File: src/rtl/timer_glue.sv
// Glue around the 8253 timer: clock divider, gates, output synchronizers, IRQ0/speaker
// routing and DMA channel 0 refresh requests (refresh built only with TIMER_GLUE_REFRESH_EN).
`timescale 1ns/1ps
module timer_glue #(
   parameter int DIV    = 4,
   parameter int PEND_W = 3
) (
   input  logic       clk,
   input  logic       rst_n,
   output logic       pit_clk,
   output logic [2:0] pit_gate,
   input  logic [2:0] pit_out,
   input  logic       tmr2_gate,
   input  logic       spkr_data,
   output logic       spkr,
   output logic       irq0,
   output logic       drq0,
   input  logic       dack0_n,
   input  logic       ovf_clr,
   output logic       refresh_ovf
);

   localparam int CNT_W = $clog2(DIV);
   localparam logic [CNT_W-1:0] CNT_MAX  = CNT_W'(DIV - 1);
   localparam logic [CNT_W-1:0] CNT_HALF = CNT_W'(DIV / 2);

   logic [CNT_W-1:0] r_cnt;
   logic             r_pit_clk;
   logic [2:0]       r_sync1;
   logic [2:0]       r_out_s;
   logic             r_spkr;

   // NOTE: all sequential state is written with non-blocking assignments so every flop
   // samples the pre-edge value of its neighbours, exactly like the hardware.
   always_ff @(posedge clk or negedge rst_n) begin
      if (!rst_n) begin
         r_cnt     <= '0;
         r_pit_clk <= 1'b0;
         r_sync1   <= '0;
         r_out_s   <= '0;
         r_spkr    <= 1'b0;
      end else begin
         r_cnt     <= (r_cnt == CNT_MAX) ? '0 : r_cnt + 1'b1;
         r_pit_clk <= (r_cnt < CNT_HALF);
         r_sync1   <= pit_out;
         r_out_s   <= r_sync1;
         r_spkr    <= r_out_s[2] & spkr_data;
      end
   end

   assign pit_clk  = r_pit_clk;
   assign pit_gate = {tmr2_gate, 2'b11};
   assign irq0     = r_out_s[0];
   assign spkr     = r_spkr;

`ifdef TIMER_GLUE_REFRESH_EN
   localparam logic [1:0] ST_IDLE = 2'd0;
   localparam logic [1:0] ST_REQ  = 2'd1;
   localparam logic [1:0] ST_ACK  = 2'd2;

   logic              r_out1_d;
   logic [PEND_W-1:0] r_pend;
   logic [1:0]        r_state;
   logic [1:0]        w_state_nxt;
   logic              r_drq0;
   logic              r_ovf;
   logic              w_rise1;
   logic              w_dec;
   logic              w_pend_full;

   assign w_rise1     = r_out_s[1] & ~r_out1_d;
   assign w_dec       = (r_state == ST_REQ) && !dack0_n;
   assign w_pend_full = &r_pend;

   // NOTE: the next state gets a default before the case so no path leaves it unassigned,
   // which would otherwise infer a latch.
   always_comb begin
      w_state_nxt = r_state;
      case (r_state)
         ST_IDLE: if (r_pend != '0) w_state_nxt = ST_REQ;
         ST_REQ:  if (!dack0_n)     w_state_nxt = ST_ACK;
         ST_ACK:  if (dack0_n)      w_state_nxt = ST_IDLE;
         default:                   w_state_nxt = ST_IDLE;
      endcase
   end

   always_ff @(posedge clk or negedge rst_n) begin
      if (!rst_n) begin
         r_out1_d <= 1'b0;
         r_pend   <= '0;
         r_state  <= ST_IDLE;
         r_drq0   <= 1'b0;
         r_ovf    <= 1'b0;
      end else begin
         r_out1_d <= r_out_s[1];
         r_state  <= w_state_nxt;
         r_drq0   <= (w_state_nxt == ST_REQ);
         // A request and a grant in the same cycle cancel; a lost request flags overflow.
         if (w_rise1 && !w_dec) begin
            if (!w_pend_full) r_pend <= r_pend + 1'b1;
         end else if (!w_rise1 && w_dec) begin
            r_pend <= r_pend - 1'b1;
         end
         if (w_rise1 && !w_dec && w_pend_full) r_ovf <= 1'b1;
         else if (ovf_clr)                     r_ovf <= 1'b0;
      end
   end

   assign drq0        = r_drq0;
   assign refresh_ovf = r_ovf;
`else
   logic w_unused;
   assign w_unused    = &{1'b0, dack0_n, ovf_clr, r_out_s[1]};
   assign drq0        = 1'b0;
   assign refresh_ovf = 1'b0;
`endif

endmodule

File: config.mk
export PLATFORM = sky130hd
export DESIGN_NAME = timer_glue
export DESIGN_NICKNAME = d
export VERILOG_FILES = /design/src/rtl/timer_glue.sv
export SDC_FILE = /design/constraint.sdc
export NUM_CORES = 1
export LEC_CHECK = 0
export ABC_AREA = 1
export BUFFER_PORTS_ARGS = -buffer_cell sky130_fd_sc_hd__buf_4
export CORE_AREA = 10 10 47 49
export CTS_CLUSTER_SIZE = 16
export DETAILED_ROUTE_END_ITERATION = 8
export DIE_AREA = 0 0 57 59
export GPL_TIMING_DRIVEN = 0
export PLACE_DENSITY = 0.52
export SYNTH_ARGS = -nofsm -noshare
export SYNTH_HDL_FRONTEND = slang
export SYNTH_SLANG_ARGS = --single-unit
File: constraint.sdc
create_clock -name clk -period 1.2 [get_ports clk]
set_clock_uncertainty 0.1 [all_clocks]
set_input_delay 0.18 -clock clk [delete_from_list [all_inputs] [get_ports clk]]
set_output_delay 0.18 -clock clk [all_outputs]
set_load 0.02 [all_outputs]
Word level (Yosys, flattened, before mapping)
Cells that the tools add are included.
Cells by class
  $add $sub $neg: 1
  order comparisons: 1
  equal/unequal tests: 1
  muxes and demuxes: 1
  bitwise gates (word level): 1
Operators with widths (number)
  adder 2 x 1 -> 2 bit, second input constant: 1
  == test 2 bit, second input constant: 1
  < comparator 2 bit, second input constant: 1
  two-way mux 2 bit: 1
  bitwise AND 1 bit: 1
Storage, ports and cells
  flip-flop bits (word level): 10
  input bits: 9
  output and inout port bits: 8
  word-level logic and storage cells: 10

Longest topological paths before layout
  word-level depth: 2
  mapped depth: 2
  depth with buffers taken out: 2

Least setup slack after synthesis
No wires, ideal clock.
  path type: register to register
  from: reg r_cnt[0]
  to: reg r_cnt[1]
  library setup time: 0.126 ns
  arrival time: 0.629 ns
  required time: 0.974 ns
  path slack: 0.346 ns
  cell stages (with the launch flop): 2
  path through: dfrtp_1 ha_1
Between the ends
  word-level cells in the longest chain between the ends: 2
RTL lines
  from (decl): line 27  | logic [CNT_W-1:0] r_cnt;
  from (signal assigned): line 43  | r_cnt <= (r_cnt == CNT_MAX) ? '0 : r_cnt + 1'b1;
  adder 2 x 1 -> 2 bit / == test 2 bit (equally long branches): line 43
  two-way mux 2 bit *: line 43
Mark *: on every way between the ends. The rest lies on a longest branch, timed or not.

Worst setup path in the final report
  from: reg r_pit_clk (netlist: pit_clk)
  to: out pit_clk
RTL lines
  from (decl): line 28  | logic r_pit_clk;
  from (signal assigned): line 44  | r_pit_clk <= (r_cnt < CNT_HALF);
  to (decl): line 10  | output logic pit_clk,
No word-level cell between the ends.

==> out/results.tsv <==
stage	metric	value	unit
logic_synthesis	sequential_share_of_the_synthesized_area	0.734	
critical_path	max_stage_delay	0.35	ns
critical_path	crit_path_cell_trace	buf_4	
detailed_routing	dr_total_vias	158	
critical_path	r2r.worst_path.cells	1	
worst_hold_path	worst_hold_path.num_cells	3	
cts	clkTransAtPathRegs	0.05	ns
critical_path	cp-end-kind	output pin	
grt	antenna_violations_before_repair	0	
cts	numCtsBuffers	3	
floorplan	core_area	1400	um^2
sta	finalHoldViolCount	0	
pwr	vdd_drop_max	0.000585	V
critical_path	cpLargestDelayFamily	flip-flops	
cts	post_cts_resize_count	0	
sta	summed_negative_setup_slack_over_all_endpoints	0	ns
detailed_routing	route.detailed.vias_per_inst	3.04	
pwr	p_per_area	1300	nW/um^2
logic_synthesis	netlist_area	273	um^2
cts	post_cts.repair.setup_buffers	0	
detailed_routing	drt-wirelength-per-cell	8.94	um
sta	period_needed	1.03	ns
floorplan	initial_utilization	0.195	
placement	gp_routability_congestion	0.611	
cts	post_cts_hold_buffer_count	3	
final_layout	postLayoutCoreUtil	0.295	
final_layout	nFillCells	152	
worst_hold_path	type_of_the_worst_min_delay_path	in2reg	
critical_path	cp_data_required_time	0.92	ns
detailed_routing	antenna_left	0	
detailed_routing	drt_iter0_markers	0	
final_layout	fin_nets	48	
grt	global_route_total_overflow	0	
pwr	leakagePower	0.000215	uW
floorplan	core.rowCount	14	
logic_synthesis	synth.yosys.warnings	0	
logic_synthesis	syn_area_per_cell	13.6	um^2
detailed_routing	detail_route.first_pass.iterations	1	
grt	track_usage	0.0323	
floorplan	num_io_pins	17	
grt	first_global_vias	162	
critical_path	critical_path_buf_inv_count	1	
sta	final.period_utilization	0.858	
cts	cts.sinks	8	
grt	largest_net_degree_at_the_start_of_global_routing	9	
final_layout	final-seq-area	200	um^2
placement	place.detailed.hpwl	373	um
cts	cts_tree	done	
final_layout	multi_input_comb_area	35.0	um^2
cts	cts_max_path_buffers	2	
floorplan	die_w	57	um
critical_path	worst-endpoint-arrival	0.75	ns
final_layout	syn_to_final_growth	51.4	%
logic_synthesis	instance_count_of_the_mapped_netlist	20	
cts	cts_root_buffer	sky130_fd_sc_hd__clkbuf_4	
critical_path	worst_path_max_delay_cell	sky130_fd_sc_hd__dfrtp_1	
final_layout	antenna_cells	0	
critical_path	worst_path_class_setup	reg2out	
floorplan	die_area	3360	um^2
placement	numPortBuffers	8	
cts	cts-htree-levels	1	
critical_path	crit_cells	1	
critical_path	critical_path.max_fanout	1	
critical_path	critPathLaunchType	flip-flop	
detailed_routing	drc	0	
detailed_routing	totalWireLength	465	um
logic_synthesis	synthDistinctLibCells	7	
floorplan	fp.dieH	59	um
sta	clock.fmax	0.971	GHz
sta	report.final.setup_viol	0	
final_layout	layout-drive-gt1-share	0.444	
sta	rsz0062_at_grt	false	
logic_synthesis	number_of_synthesized_register_bits	8	
cts	clock_insertion_delay_worst_skew	0.24	ns
run	drv_cap	0	
status	run_status	complete, no violations	
grt	grt_pass1_wl	745	um
sta	timing_max_transition_violations_final	0	
worst paths after layout:
check                        endpoint  slack [ns]       start
max                           pit_clk        0.17     pit_clk
min in group asynchronous  r_sync1[2]        0.18       rst_n
min reg2reg                r_out_s[2]        0.25  r_sync1[2]
max reg2reg                  r_cnt[1]        0.31    r_cnt[0]
max in group asynchronous     pit_clk        0.70       rst_n
min                              spkr        0.03   spkr_data
metrics by stage:
step                setup WS [ns]  hold WS, ns  total power [uW]  area (um^2)  instances
global route                0.139       0.0176               574          413         52
finish                      0.171       0.0270               538          413         52
CTS                         0.157       0.0202               548          413         52
detailed placement          0.330      -0.0984               340          360         46
global placement            0.322      -0.0987               340          360         46
floorplan                   0.346       -0.216               316          280         22
layout make-up:
class                   instances  area share
plain buffers                   5      0.0909
well taps                      16      0.0485
clock buffers                   3      0.0545
flip-flops and latches          8       0.485
inverters                       2      0.0182
repair buffers                 11       0.218
multi-input cells               7      0.0848
synthesized netlist by cell type (all sizes together):
cell / n / area (um^2)
inv: 2 / 7.51
dfrtp: 8 / 200
conb: 2 / 7.51
nor2: 1 / 3.75
nand2: 1 / 3.75
buf: 5 / 37.5
ha: 1 / 12.5
routing by layer:
metal  global-route usage  part of all wire  vias up
met5                    0                 0        -
met1               0.0268              0.44       61
met4               0.0201                 0        0
met2               0.0326              0.30       14
met3               0.0536              0.26        0
li1                     -                 -       83
cells in the final DEF, fill, tap and decap left out:
cell                            netlist  layout
sky130_fd_sc_hd__ha_1                 1       1
sky130_fd_sc_hd__inv_1                2       2
sky130_fd_sc_hd__nor2_1               1       1
sky130_fd_sc_hd__nand2_1              1       1
sky130_fd_sc_hd__buf_4                5      13
sky130_fd_sc_hd__conb_1               2       4
sky130_fd_sc_hd__dlygate4sd3_1        0       3
sky130_fd_sc_hd__dfrtp_1              8       8
sky130_fd_sc_hd__clkbuf_4             0       3
flip-flops by register name, summed over array words and instances, names as in the netlist:
name     flops
r_out_s      2
r_cnt        2
pit_clk      1
r_sync1      2
spkr         1
kinds of logic after synthesis:
group | synth area share
flip-flops | 0.734
buffers and inverters | 0.165
AND/OR/NAND/NOR | 0.0275
other | 0.0275
adder cells (fa/ha/maj) | 0.0459
power breakdown:
group	total, uW	internal (uW)	switching [uW]
sequential	281	279	1.93
clock	195	114	80.8
combinational	62.6	32.2	30.4
Power figures use the tool's default switching activity.
